$ cat src/rtl/mux16_rr_sched.sv
// mux16_rr_sched: round-robin scheduler sharing one 16:1 bit mux among 16 requesters
module mux16_bit (
  input  logic [15:0] d_i,
  input  logic [3:0]  s_i,
  output logic        y_o
);
  assign y_o = d_i[s_i];
endmodule

module mux16_rr_sched #(
  parameter int NREQ  = 16,
  parameter int SELW  = 4,
  parameter int BURST = 1
) (
  input  logic            clk,
  input  logic            rst_n,
  input  logic [NREQ-1:0] req,
  input  logic [NREQ-1:0] mask,
  input  logic [NREQ-1:0] in_data,
  input  logic            ready,
  output logic [SELW-1:0] sel,
  output logic [NREQ-1:0] gnt,
  output logic            valid,
  output logic            dout,
  output logic [NREQ-1:0] ack
);
  typedef enum logic {ARB, SERVE} state_t;
  localparam logic [SELW-1:0] BURST_W = SELW'(BURST);
  state_t state_q, state_d;
  logic [SELW-1:0] sel_q, sel_d, ptr_q, ptr_d, cnt_q, cnt_d, off, winner;
  logic [NREQ-1:0] elig, rot;
  logic burst_c;
  // find first eligible requester at or after ptr by rotating the vector down
  always_comb begin
    elig = req & mask;
    rot = NREQ'({elig, elig} >> ptr_q);
    off = '0;
    for (int i = NREQ - 1; i >= 0; i--) if (rot[i]) off = SELW'(i);
    burst_c = (cnt_q != '0) && (cnt_q < BURST_W) && elig[sel_q];
    winner = burst_c ? sel_q : ptr_q + off;
  end
  // state register
  always_ff @(posedge clk or negedge rst_n) begin
    if (!rst_n) begin
      state_q <= ARB;
      sel_q <= '0;
      ptr_q <= '0;
      cnt_q <= '0;
    end else begin
      state_q <= state_d;
      sel_q <= sel_d;
      ptr_q <= ptr_d;
      cnt_q <= cnt_d;
    end
  end
  // next state: grant in ARB, wait for consumer acceptance in SERVE
  always_comb begin
    state_d = state_q;
    sel_d = sel_q;
    ptr_d = ptr_q;
    cnt_d = cnt_q;
    if (state_q == ARB) begin
      if (elig != '0) begin
        state_d = SERVE;
        sel_d = winner;
        cnt_d = burst_c ? cnt_q : '0;
      end
    end else if (ready) begin
      state_d = ARB;
      cnt_d = cnt_q + 1'b1;
      ptr_d = sel_q + 1'b1;
    end
  end
  // outputs: grant and ack only while serving
  always_comb begin
    valid = state_q == SERVE;
    sel = sel_q;
    gnt = valid ? NREQ'(1) << sel_q : '0;
    ack = gnt & {NREQ{valid & ready}};
  end
  mux16_bit u_mux (.d_i(in_data), .s_i(sel_q), .y_o(dout));
endmodule

$ cat config.mk
export PLATFORM = sky130hd
export DESIGN_NAME = mux16_rr_sched
export DESIGN_NICKNAME = d
export VERILOG_FILES = /design/src/rtl/mux16_rr_sched.sv
export SDC_FILE = /design/constraint.sdc
export NUM_CORES = 1
export LEC_CHECK = 0
export BUFFER_PORTS_ARGS = -buffer_cell sky130_fd_sc_hd__buf_2
export CAP_MARGIN = 15
export CORE_ASPECT_RATIO = 0.7
export CORE_MARGIN = 4
export CORE_UTILIZATION = 51
export CTS_CLUSTER_DIAMETER = 80
export DETAILED_ROUTE_END_ITERATION = 10
export GPL_ROUTABILITY_DRIVEN = 0
export HOLD_SLACK_MARGIN = 0.12
export PLACE_DENSITY = 0.87
export SKIP_CTS_REPAIR_TIMING = 1
export SLEW_MARGIN = 40
export SYNTH_ARGS = -nofsm -noshare
export SYNTH_HDL_FRONTEND = slang
export SYNTH_SLANG_ARGS = --single-unit
$ cat constraint.sdc
create_clock -name clk -period 3.8 [get_ports clk]
set_input_delay 0.38 -clock clk [delete_from_list [all_inputs] [get_ports clk]]
set_output_delay 0.38 -clock clk [all_outputs]
set_load 0.01 [all_outputs]
Yosys cells after proc, flatten, opt, wreduce, memory -nomap -nowiden:

Index checks and enable logic that the tools add are counted.

* input bits: 51
* flip-flop bits (word level): 13
* output and inout bits: 38
* logic and storage cells: 54

* add/sub/neg operators: 3
* reductions and logical operators: 8
* bitwise gates (word level): 5
* shifts and indexed selects: 2
* equality and inequality tests: 2
* magnitude comparators: 2
* mux-type cells: 28

Operators by type and width (number)
* $mux W4: 20
* $and A16 B16 Y16: 2
* $shr A32 B4 Y16: 1
* $mux W16: 1
* $reduce_bool A16 Y1: 1
* $shl A1 B4 Y16 const A: 1
* $add A4 B1 Y4 const B: 2
* $bmux W1 S4: 2
* $reduce_and A3 Y1: 2
* $lt A4 B5 Y1 const B: 1
* $mux W1: 5
* $add A4 B4 Y4: 1
* $lt A4 B1 Y1 const B: 1
* $ne A2 B2 Y1 const B: 2
* $reduce_bool A4 Y1: 1
* $logic_and A1 B1 Y1: 2
* $not A1 Y1: 2
* $reduce_and A2 Y1: 1
* $reduce_bool A2 Y1: 1
* $and A1 B1 Y1: 1

Longest topological paths before layout:

* depth in word-level cells: 19
* mapped depth: 17
* gate-level depth less buffers: 14

Hierarchy:

A second synthesis with hierarchy kept.

* cells, all modules: 285
* area, all modules: 2635.0 um^2

Modules (own cells, without submodules)
* mux16_rr_sched: seq. area each 225.2 um^2, times used 1, area an instance 2499.9 um^2, cells each 278
* mux16_bit: seq. area each 0.0 um^2, times used 1, area an instance 135.1 um^2, cells each 7

Least setup slack after synthesis:

OpenSTA, ideal clock, no wires.

* path kind: register -> register
* from: register ptr_q[1]
* to: register sel_q[3] (netlist: sel[3])
* cell stages (with the launch flop): 15
* buffers on the path: 1
* data required time: 3.675 ns
* path slack: 0.474 ns
* arrival time: 3.201 ns
* library setup time: 0.125 ns
* clock period less this slack: 3.326 ns
* cells stage by stage: dfrtp_1 > clkbuf_1 > mux4_2 > nor2_1 > o21ba_2 > a31oi_1 > a31oi_1 > o21ai_0 > a31o_1 > ha_1 > a21o_1 > a21oi_1 > xnor2_1 > xnor2_1 > mux2_4

* cells in the longest elaborated chain, start to end: 18

Ends and longest elaborated chain
* start, declared: line 30 `logic [SELW-1:0] sel_q, sel_d, ptr_q, ptr_d, cnt_q, cnt_d, off, winner;`
* start signal, assigned: line 52 `ptr_q <= ptr_d;`
* $shr A32 B4 Y16: line 36 `rot = NREQ'({elig, elig} >> ptr_q);`
* $mux W4 (16 in series): line 38 `for (int i = NREQ - 1; i >= 0; i--) if (rot[i]) off = SELW'(i);`
* $add A4 B4 Y4 *: line 40 `winner = burst_c ? sel_q : ptr_q + off;`
* end signal, assigned: line 51 `sel_q <= sel_d;`
* end, declared: line 30

Every way passes the cells marked *; elsewhere a longest branch is shown, timed or not.
A chain may end at the register's enable or synchronous reset.

Final worst setup path:

* from: register ptr_q[2]
* to: register sel_q[3] (netlist: sel[3])

Same word-level chain as after synthesis.

==> metrics.cfg <==
[grt]
grt_pass1_wl_um = 12700
antenna_found_initial = 0
grt_max_degree = 28
grt_use_total_pct = 27.4
first_global_vias = 2648
grt_overflow = 0

[critical_path]
r2r_setup_slack_ns = 0.18
crit_arrival_ns = 3.73
worstSetupStartpointType = flip-flop
cp_max_fo = 27
critPathCaptureType = flip-flop
worstSetupPathType = flip-flop to flip-flop
cp_data_required_time_ns = 3.92

[route]
vias = 2851
ant_nets = 0
routed_via_density = 6.54
dr.first_iter.drc_count = 414
drc = 0
dr.pass1.iters = 5
routed_wirelength_um = 7890
wire_per_inst_um = 18.1

[sta]
rsz0062_at_grt = no
fin_skew_ns = 0.00361
setup_viol = 0
setup_tns_ns = 0
fin_ws_ns = 0.184
worst_hold_slack_ns = 0.541
hold_viol = 0
min_period_ns = 3.62
worst_slew_pin_slew_ns = 0.589
slew_violations = 0
slew_headroom_pct = 60.7
period_share_pct = 95.2
fmax_mhz = 277

[yosys]
ys_ff_latch = 9
synth_area_um2 = 2350
ys_types = 60
ys_warn_count = 0
synth-seq-area-share_pct = 9.58
syn_nets = 358
ys.flop_type = dfrtp_1
synth_edf_count = 0
postSynthCellCount = 297
async_flop_share_pct = 100
synth_area_per_cell_um2 = 7.92

[clock_tree]
cts_max_path_buffers = 2
h-tree-depth = 1
cts.sinks = 9
cts_made_buffers = 3
cts_root_buf = clkbuf_8
tritoncts = built
clk_latency_ns = 0.23
clk_pin_slew_worst_paths_ns = 0.05

[final_layout]
fin_util_pct = 65.7
design_area_um2 = 2890
diodes = 0
nets = 443
fin_cells = 436
drive_above_1_share_pct = 34.9
area_delta_synth_final_pct = 23.0

[power_and_ir_drop]
power_mw = 2.35
cellPowerDensity_nw_per_um2 = 812
leakage_nw = 1.29
peakVddDrop_mv = 0.572

[floorplan]
start_util_pct = 53.4
coreArea_um2 = 4400
chipHeight_um = 64.8
ios = 89
row_count = 20
dieArea_um2 = 5780
fp.dieW_um = 89.2

[place]
dp_hpwl_um = 6420
pre_cts_slack_ns = 0.183
io_buffers = 88
postPlaceCellArea_um2 = 2830
placed_cells_incl_taps = 431

[outcome]
status = finished, final reports clean

[worst_hold_path]
hp-class = primary input to flip-flop

[flow_run]
maxCapViolations = 0

## cells in the final DEF, fill, tap and decap left out, types with 8 or more instances in the layout
cell,synthesis,final
and2_1,10,9
buf_2,8,88
o21ai_0,13,13
nand4b_1,14,14
mux4_2,20,20
ha_1,9,9
nand4_1,12,12
nand2_1,40,40
nor2_1,54,54
dfrtp_1,9,8
## cell usage after synthesis, drive strengths merged (3+ instances only)
library cell,number,area (um2)
nand4bb,5,56.3
and4,3,26.3
a21oi,4,20.0
dfrtp,9,225
o21a,3,22.5
a222oi,4,40.0
o22a,3,26.3
mux4,20,450
buf,12,70.1
nand3,7,35.0
inv,9,38.8
mux2i,7,70.1
nand4b,14,123
mux2,6,71.3
nor3,5,25.0
ha,9,113
o21ai,15,75.1
a22o,3,26.3
nand4,12,75.1
clkbuf,5,18.8
nand2,40,150
a22oi,3,27.5
a21boi,3,33.8
nor2,54,203
and2,11,68.8
## state kept, by name (all words and copies together), names as in the netlist
register	flops
valid	1
ptr_q	4
sel	4
## where the power goes
part,internal (mW),switching [mW]
sequential,0.139,0.116
clock,0.0732,0.0393
combinational,0.895,1.09
total,1.11,1.24
## critical path: stages, from the launching register on
cell     delay (ns)
dfrtp_1        0.51
buf_6          0.28
mux4_2         0.37
nor2_1         0.22
o21ba_2        0.19
a31oi_1        0.34
a31oi_1        0.08
o21ai_0        0.19
a31o_1         0.23
ha_1           0.25
a21o_1         0.15
a21oi_1        0.17
xnor2_1        0.16
xnor2_1        0.10
mux2_4         0.26
## worst paths after layout
check / cells after the start / from / end
max: 14 / ptr_q[2] / sel[3]
min: 3 / ready / valid
max reg2reg: 14 / ptr_q[2] / sel[3]
min reg2reg: 2 / ptr_q[3] / ptr_q[3]
max in group asynchronous: 2 / rst_n / ptr_q[0]
min in group asynchronous: 2 / rst_n / ptr_q[1]
## cells by family (layout without fill, tap and decap cells)
kind of cell               after synthesis  count (layout)  share of synthesized area (%)
AOI/OAI and AO/OA                       55              55                           17.6
and+or+nand+nor                        160             160                           35.1
muxes                                   33              33                           25.2
adders and majority gates               10              10                           5.64
xor gates and xnor gates                 4               4                           1.49
buffers and inverters                   26             110                           5.43
DFF                                      9               9                           9.58
## layout make-up
cell class | count | area [um2]
multi-input combinational | 262 | 2000
fill | 362 | 1510
timing repair buffer | 97 | 514
sequential | 9 | 226
tap | 55 | 68.8
clock buffer | 4 | 45.0
inverter | 9 | 38.8
## routing by layer
metal	wire (um)	global-route usage, %
met5	0	0
met4	128	4.65
met3	1180	11.1
met2	3500	38.6
met1	3080	39.7
(Power assumes the default switching activity.)
